[config.mk]
export PLATFORM = sky130hd
export DESIGN_NAME = rv_mem_arbiter
export DESIGN_NICKNAME = d
export VERILOG_FILES = /design/src/rtl/rv_mem_pkg.sv /design/src/rtl/rv_lsu_align.sv /design/src/rtl/rv_mem_arbiter.sv
export SDC_FILE = /design/constraint.sdc
export NUM_CORES = 1
export LEC_CHECK = 0
export ABC_CLOCK_PERIOD_IN_PS = 2350
export CAP_MARGIN = 20
export CELL_PAD_IN_SITES_DETAIL_PLACEMENT = 1
export CELL_PAD_IN_SITES_GLOBAL_PLACEMENT = 2
export CORE_MARGIN = 1.5
export CORE_UTILIZATION = 13
export CTS_CLUSTER_DIAMETER = 100
export CTS_CLUSTER_SIZE = 28
export DETAILED_ROUTE_END_ITERATION = 8
export PLACE_DENSITY_LB_ADDON = 0.1
export SLEW_MARGIN = 10
export SYNTH_ARGS = -nofsm -noshare
export SYNTH_HDL_FRONTEND = slang
export SYNTH_SLANG_ARGS = --single-unit
[constraint.sdc]
create_clock -name clk -period 2.35 [get_ports clk]
set_clock_uncertainty 0.1 [all_clocks]
set_input_delay 0.47 -clock clk [delete_from_list [all_inputs] [get_ports clk]]
set_output_delay 0.47 -clock clk [all_outputs]
set_load 0.02 [all_outputs]
[src/rtl/rv_mem_pkg.sv]
// Shared definitions for the unified-memory arbiter and LSU alignment logic:
// RV32I funct3 size/sign codes plus byte-enable and misalignment helpers.
package rv_mem_pkg;

    localparam logic [2:0] F3_B  = 3'b000;
    localparam logic [2:0] F3_H  = 3'b001;
    localparam logic [2:0] F3_W  = 3'b010;
    localparam logic [2:0] F3_BU = 3'b100;
    localparam logic [2:0] F3_HU = 3'b101;

    function automatic logic [3:0] be_encode(input logic [2:0] f3, input logic [1:0] off);
        logic [3:0] be;
        case (f3)
            F3_B, F3_BU: be = 4'b0001 << off;
            F3_H, F3_HU: be = 4'b0011 << off;
            F3_W:        be = 4'b1111;
            default:     be = 4'b0000;
        endcase
        return be;
    endfunction

    // Illegal funct3 codes are folded into the same error path as misalignment.
    function automatic logic data_misaligned(input logic [2:0] f3, input logic [1:0] off);
        logic err;
        case (f3)
            F3_B, F3_BU: err = 1'b0;
            F3_H, F3_HU: err = off[0];
            F3_W:        err = (off != 2'b00);
            default:     err = 1'b1;
        endcase
        return err;
    endfunction

endpackage

[src/rtl/rv_lsu_align.sv]
// Store lane replication / byte-enable generation and load lane extraction
// with sign or zero extension. Purely combinational.
module rv_lsu_align
    import rv_mem_pkg::*;
(
    input  logic [2:0]  st_funct3,
    input  logic [1:0]  st_off,
    input  logic [31:0] st_wdata,
    output logic [3:0]  st_be,
    output logic [31:0] st_lane_data,
    input  logic [2:0]  ld_funct3,
    input  logic [1:0]  ld_off,
    input  logic [31:0] ld_word,
    output logic [31:0] ld_data
);

    logic [31:0] shifted_s;

    // Store path: replicate the right-aligned datum across every lane it may occupy.
    always_comb begin
        st_be = be_encode(st_funct3, st_off);
        case (st_funct3)
            F3_B, F3_BU: st_lane_data = {4{st_wdata[7:0]}};
            F3_H, F3_HU: st_lane_data = {2{st_wdata[15:0]}};
            default:     st_lane_data = st_wdata;
        endcase
    end

    // Load path: move the addressed lane to bit 0, then extend per funct3.
    always_comb begin
        shifted_s = ld_word >> {ld_off, 3'b000};
        case (ld_funct3)
            F3_B:    ld_data = {{24{shifted_s[7]}}, shifted_s[7:0]};
            F3_BU:   ld_data = {24'h000000, shifted_s[7:0]};
            F3_H:    ld_data = {{16{shifted_s[15]}}, shifted_s[15:0]};
            F3_HU:   ld_data = {16'h0000, shifted_s[15:0]};
            F3_W:    ld_data = ld_word;
            default: ld_data = 32'h00000000;
        endcase
    end

endmodule

[src/rtl/rv_mem_arbiter.sv]
// Arbitrates one pipelined single-port memory between instruction fetch and
// load/store: data-first priority with a streak limit that guarantees fetch progress.
module rv_mem_arbiter
    import rv_mem_pkg::*;
#(
    parameter int ADDR_W      = 16,
    parameter int MAX_DSTREAK = 4
) (
    input  logic              clk,
    input  logic              rst_n,
    input  logic              i_req,
    input  logic [ADDR_W-1:0] i_addr,
    output logic              i_gnt,
    output logic              i_rvalid,
    output logic [31:0]       i_rdata,
    output logic              i_err,
    input  logic              d_req,
    input  logic              d_we,
    input  logic [2:0]        d_funct3,
    input  logic [ADDR_W-1:0] d_addr,
    input  logic [31:0]       d_wdata,
    output logic              d_gnt,
    output logic              d_rvalid,
    output logic [31:0]       d_rdata,
    output logic              d_err,
    output logic [ADDR_W-1:0] mem_addr,
    output logic              mem_en,
    output logic              mem_we,
    output logic [3:0]        mem_be,
    output logic [31:0]       mem_wdata,
    input  logic [31:0]       mem_rdata
);

    logic [3:0]  streak_r;
    logic [3:0]  streak_nxt_s;
    logic        i_gnt_s;
    logic        d_gnt_s;
    logic        i_err_s;
    logic        d_err_s;
    logic [3:0]  st_be_s;
    logic [31:0] st_lane_s;
    logic [31:0] ld_data_s;

    logic        rv_r;
    logic        owner_r;   // 1 = response belongs to the data port
    logic        err_r;
    logic        we_r;
    logic [2:0]  f3_r;
    logic [1:0]  off_r;

    assign i_err_s = (i_addr[1:0] != 2'b00);
    assign d_err_s = data_misaligned(d_funct3, d_addr[1:0]);

    rv_lsu_align u_align (
        .st_funct3    (d_funct3),
        .st_off       (d_addr[1:0]),
        .st_wdata     (d_wdata),
        .st_be        (st_be_s),
        .st_lane_data (st_lane_s),
        .ld_funct3    (f3_r),
        .ld_off       (off_r),
        .ld_word      (mem_rdata),
        .ld_data      (ld_data_s)
    );

    // Grant selection and next streak count.
    always_comb begin
        i_gnt_s      = 1'b0;
        d_gnt_s      = 1'b0;
        streak_nxt_s = streak_r;
        if (!rst_n) begin
            streak_nxt_s = 4'd0;
        end else if (d_req && (!i_req || (streak_r < 4'(MAX_DSTREAK)))) begin
            d_gnt_s = 1'b1;
        end else if (i_req) begin
            i_gnt_s = 1'b1;
        end else begin
            i_gnt_s = 1'b0;
        end
        if (!i_req || i_gnt_s) begin
            streak_nxt_s = 4'd0;
        end else if (d_gnt_s) begin
            streak_nxt_s = streak_r + 4'd1;
        end else begin
            streak_nxt_s = streak_r;
        end
    end

    // Memory port drive for the granted requester; erroneous requests never touch memory.
    always_comb begin
        mem_addr  = '0;
        mem_en    = 1'b0;
        mem_we    = 1'b0;
        mem_be    = 4'b0000;
        mem_wdata = 32'h00000000;
        if (d_gnt_s) begin
            mem_addr  = {d_addr[ADDR_W-1:2], 2'b00};
            mem_en    = !d_err_s;
            mem_we    = d_we && !d_err_s;
            mem_be    = (d_we && !d_err_s) ? st_be_s : 4'b0000;
            mem_wdata = (d_we && !d_err_s) ? st_lane_s : 32'h00000000;
        end else if (i_gnt_s) begin
            mem_addr = {i_addr[ADDR_W-1:2], 2'b00};
            mem_en   = !i_err_s;
        end else begin
            mem_en = 1'b0;
        end
    end

    // Response pipeline and streak register.
    always_ff @(posedge clk) begin
        if (!rst_n) begin
            streak_r <= 4'd0;
            rv_r     <= 1'b0;
            owner_r  <= 1'b0;
            err_r    <= 1'b0;
            we_r     <= 1'b0;
            f3_r     <= 3'b000;
            off_r    <= 2'b00;
        end else begin
            streak_r <= streak_nxt_s;
            rv_r     <= i_gnt_s || d_gnt_s;
            owner_r  <= d_gnt_s;
            err_r    <= d_gnt_s ? d_err_s : i_err_s;
            we_r     <= d_gnt_s && d_we;
            f3_r     <= d_funct3;
            off_r    <= d_addr[1:0];
        end
    end

    assign i_gnt    = i_gnt_s;
    assign d_gnt    = d_gnt_s;
    assign i_rvalid = rv_r && !owner_r;
    assign d_rvalid = rv_r && owner_r;
    assign i_err    = i_rvalid && err_r;
    assign d_err    = d_rvalid && err_r;
    assign i_rdata  = (i_rvalid && !err_r) ? mem_rdata : 32'h00000000;
    assign d_rdata  = (d_rvalid && !err_r && !we_r) ? ld_data_s : 32'h00000000;

endmodule

==> qor.yml, run 1 <==
cp_max_fo: 7
drc: 0
grt_pass1_vias: 3791
finalMaxSlewViolations: 0
r2r_end: "err_r"
setup_viol: 23
layout_commonest_cell: "buf_4"
rr_worst_depth: 4
critical-path-max-stage-delay_ns: 0.43
fin_ws_ns: -0.1239
syn_inst: 338
syn_area_sq_mm: 0.002248
die-area_sq_mm: 0.01809
worstSetupPathType: "reg -> out"
max_freq_ghz: 0.4042
gr-usage-all-layers_pct: 14.69
worstSetupEndpointType: "output port"
synth-compound-area-share_pct: 33.22
yosysUniqueCellTypes: 36
timing.critical_path.buf_inv: 2
final_util_pct: 34.58
period_minus_slack_ns: 2.474
preCtsSetupSlack_ns: -0.9549
routabilityCongestion: 0.7385
clkSinkCount: 13
grt_max_degree: 33
dpl_cell_area_sq_mm: 0.005271
rows: 47
avgRoutedWirePerCell_microns: 16.43
synthAdderAreaFrac_pct: 0.5565
finalHoldViolations: 0
core_area_sq_mm: 0.01676
path_clk_slew_ns: 0.04
clockBufferDepth: 2
synthArstFlopShare_pct: 0
r2r-start: "streak_r[3]"
cts_max_level: 1
ir_drop_uv: 251.9
numCtsBuffers: 3
ios: 228
holdPathStages: 1
grt_pass1_wl_mm: 21.24
powerDensity_mw_per_mm2: 254.0
status: "finished, violations left"
r2r_slack_ns: 1.05
dp_cells: 833
cts_root_buf: "clkbuf_16"
synth_seq_cells: 13
cp.arrival_ns: 1.90
syn_area_per_cell_sq_um: 6.652
violations: "setup timing"
fin_tns_setup_ns: -1.005
dr_total_vias: 3643
postCtsHoldBufs: 0
numPortBuffers: 225
n_fill_cell: 1979
cp_top_family: "multiplexers"
start_kind: "flip-flop"
synth-xor-area-share_pct: 0.3895
ant_nets: 0
nets: 745
critPathSlowestCell: "or4_4"
viasPerCell: 4.236
drive_gt1_share_pct: 40.38
timing.final.crit_share_pct: 105.3
fin_total_pwr_mw: 1.472
cts_tree: "yes"
die_h_microns: 134.5
overflow: 0
final_area_sq_mm: 0.005796
worstHoldStart: "streak_r[0]"
die_w_microns: 134.5
hold_slack_ns: 0.3247
first_pass_iters: 4
synth_edf_count: 0
dpl.hpwl_mm: 10.96
synth_top_family_by_area: "simple AND/OR/NAND/NOR gates"
layout_common_cells: "buf_4, clkdlybuf4s50_1, and2_1"
syn2layout_area_growth_pct: 157.8
antenna_found_initial: 0
power.leakage_nw: 2.636
drt_wl_total_mm: 14.13
stdcell_count: 860
rsz0062_at_grt: "yes"
synthSimpleGateAreaFrac_pct: 33.72
drtIter0Drc: 96
hold_class: "reg -> reg"
yosysSeqAreaShare_pct: 11.57
synth-main-ff-cell: "dfxtp_1"
max_cap_violations: 0
worstPathCellList: "mux2i_2, mux2_4, or4_4, buf_12, a21oi_2, buf_4"
muxShareOfSynthArea_pct: 12.74
critPathRequiredTime_ns: 1.78
yosysWarnings: 0
initial_utilization_pct: 13.42
hold_end: "streak_r[0]"
clk_latency_ns: 0.24
==> flip-flops by register name, summed over array words and instances (netlist names) <==
signal    cells
rv_r          1
off_r         2
f3_r          3
err_r         1
streak_r      4
we_r          1
owner_r       1
==> repair_timing <==
action,CTS,global route
resized for setup,472,99
setup endpoints to repair,117,72
pin swaps,7,15
hold endpoints to repair,0,0
cloned,6,2
buffers inserted,11,7
==> cell type report <==
class / instances / area (sq um) / share of cell area, %
Antenna cell: 1 / 2.502 / 0.04318
Clock buffer: 4 / 78.83 / 1.360
Inverter: 2 / 12.51 / 0.2159
Multi-Input combinational cell: 292 / 2150 / 37.09
Sequential cell: 13 / 266.5 / 4.598
Tap cell: 220 / 275.3 / 4.750
Timing Repair Buffer: 327 / 3004 / 51.84
Timing Repair inverter: 1 / 6.256 / 0.1079
==> report_power, final <==
part,switching [mW],total [mW],internal (mW)
Clock,0.0828,0.310,0.228
Sequential,0.0115,0.244,0.232
Combinational,0.426,0.918,0.492
Total,0.520,1.47,0.952
==> worst max-delay path by stage <==
stage / slack (ns) / end / depth (start not counted) / startpoint
after floorplan: 0.05 / mem_be[0] / 6 / d_funct3[2]
after global placement: -0.95 / d_rdata[9] / 7 / mem_rdata[31]
after detailed placement: -0.95 / d_rdata[9] / 7 / mem_rdata[31]
after CTS: -0.25 / d_rdata[9] / 6 / off_r[1]
after global routing: -0.18 / d_rdata[10] / 6 / off_r[1]
final: -0.12 / d_rdata[10] / 6 / off_r[1]
==> metal layers <==
layer	global-route usage [%]	part of all wire [%]	up-vias
met5	0	0	-
met2	25.87	48	167
met4	1.613	0.40	0
met3	4.204	9.5	4
li1	-	-	1793
met1	18.30	42	1679
==> cells by family (layout without fill, tap and decap cells) <==
family	after synthesis	count (layout)
and+or+nand+nor	153	153
AOI/OAI and AO/OA	106	106
buffers and inverters	35	334
muxes	28	28
DFF	13	13
adders and majority gates	1	1
other	1	4
xor gates and xnor gates	1	1
==> cell usage after synthesis (8+ instances only) <==
master     instances  area (sq um)
dfxtp_1           13         260.3
nor2b_1           12         75.07
clkbuf_1          17         63.81
buf_2              8         40.04
o2bb2ai_1          8         70.07
mux2i_1           26         260.3
a21oi_1           37         185.2
a22o_1            15         131.4
and2_1            50         312.8
nand2_1           37         138.9
o21ai_0           11         55.05
a32oi_1            8         70.07
nor2_1            43         161.4
(Power assumes the default switching activity.)
==> run 2: changes to the inputs <==
--- a/config.mk
+++ b/config.mk
@@ -9,10 +9,11 @@
 export CAP_MARGIN = 20
 export CELL_PAD_IN_SITES_DETAIL_PLACEMENT = 1
 export CELL_PAD_IN_SITES_GLOBAL_PLACEMENT = 2
+export CORE_ASPECT_RATIO = 0.5
 export CORE_MARGIN = 1.5
 export CORE_UTILIZATION = 13
 export CTS_CLUSTER_DIAMETER = 100
-export CTS_CLUSTER_SIZE = 28
+export CTS_CLUSTER_SIZE = 16
 export DETAILED_ROUTE_END_ITERATION = 8
 export PLACE_DENSITY_LB_ADDON = 0.1
 export SLEW_MARGIN = 10
==> qor.yml, run 2 (same netlist as run 1, synthesis figures left out) <==
start_kind: "input port"
overflow: 0
path_clk_slew_ns: 0.04
final_area_sq_mm: 0.005836
drt_wl_total_mm: 13.93
clockBufferDepth: 2
core_area_sq_mm: 0.01664
avgRoutedWirePerCell_microns: 16.17
numPortBuffers: 225
largestRegisters: "streak_r x4, f3_r x3, off_r x2"
antenna_cells: 0
first_pass_iters: 4
critPathSlowestCell: "or4_4"
powerDensity_mw_per_mm2: 251.9
clk_latency_ns: 0.24
ir_drop_uv: 184.4
dpl.hpwl_mm: 10.61
violations: "setup timing"
syn2layout_area_growth_pct: 159.5
initial_utilization_pct: 13.51
dpl_cell_area_sq_mm: 0.005253
ant_nets: 0
top_register: "streak_r"
numCtsBuffers: 3
die-area_sq_mm: 0.01814
cp.arrival_ns: 1.91
max_cap_violations: 0
dr_total_vias: 3643
period_minus_slack_ns: 2.478
die_h_microns: 96.00
gr-usage-all-layers_pct: 14.46
critical-path-max-stage-delay_ns: 0.53
rows: 33
cp_max_fo: 7
worstHoldStart: "streak_r[0]"
layout_common_cells: "buf_4, clkdlybuf4s50_1, buf_6"
setup_viol: 18
drtIter0Drc: 66
worstPathCellList: "clkdlybuf4s15_1, mux2i_1, mux2_4, or4_4, a21oi_4, buf_6"
hold_class: "reg -> reg"
rsz0062_at_grt: "yes"
critPathRequiredTime_ns: 1.78
cts_max_level: 1
antenna_found_initial: 0
worstSetupStartpoint: "mem_rdata[7]"
worstSetupEndpointType: "output port"
grt_pass1_wl_mm: 20.76
cts_tree: "yes"
ios: 228
max_freq_ghz: 0.4035
viasPerCell: 4.231
postCtsHoldBufs: 0
fin_ws_ns: -0.1281
finalHoldViolations: 0
drc: 0
worstSetupPathType: "in -> out"
largest_register_ffs: 4
fin_tns_setup_ns: -1.305
die_w_microns: 189.0
drive_gt1_share_pct: 41.96
status: "finished, violations left"
grt_pass1_vias: 3762
clkSinkCount: 13
grt_max_degree: 33
n_fill_cell: 1986
nets: 740
finalMaxSlewViolations: 0
cts_root_buf: "clkbuf_16"
power.leakage_nw: 2.605
routabilityCongestion: 0.7370
timing.final.crit_share_pct: 105.5
r2r-start: "streak_r[2]"
layout_commonest_cell: "buf_4"
run 2: worst paths after layout:
path              slack (ns)  cells after the start          end
hold reg to reg         0.32                      1  streak_r[0]
setup / recovery       -0.13                      6  d_rdata[12]
hold / removal          0.32                      1  streak_r[0]
setup reg to reg        0.97                      5        err_r
run 2: what timing repair did:
item / CTS / global route
setup buffers: 6 / 10
pin swaps: 8 / 10
endpoints found under the setup margin: 118 / 61
gates cloned: 5 / 2
resized for setup: 499 / 123
run 2: critical path: cells and delay by family:
family                 cells  cell delay (ns)
buffers and inverters      2             0.32
AOI/OAI and AO/OA          1             0.20
muxes                      2             0.37
and+or+nand+nor            1             0.53
run 2: power breakdown:
| part | total (mW) | switching (mW) | internal, mW |
|---|---|---|---|
| sequential | 0.244 | 0.0120 | 0.232 |
| combinational | 0.915 | 0.425 | 0.489 |
| clock | 0.312 | 0.0838 | 0.228 |
run 2: through the flow:
stage                     hold slack, ns  instances  utilization [%]  power (mW)  worst slack, ns
after CTS                         0.3310        851            33.07       1.416          -0.1409
after detailed placement          0.3243        836            31.57       1.072          -0.9372
final                             0.3233        861            35.07       1.470          -0.1281
after global routing              0.3583        861            35.07       1.559          -0.1684
after floorplan                   0.2984        340                -      0.5835          0.04880
after global placement            0.3109        836            31.57       1.070          -0.9500
run 2: area by class of cell:
class / instances / area [sq um] / share of cell area [%]
clock buffers: 4 / 78.83 / 1.351
inverters: 2 / 10.01 / 0.1715
repair buffers: 323 / 3019 / 51.74
well taps: 227 / 284.0 / 4.867
flip-flops and latches: 13 / 265.3 / 4.545
multi-input cells: 292 / 2178 / 37.33
run 2: per-layer routing:
layer	part of all wire [%]	track usage [%]	wire length [microns]
met1	46	18.76	6345
met2	46	25.31	6445
met3	7.4	2.698	1026
met4	0.78	2.778	108
met5	0	0	0
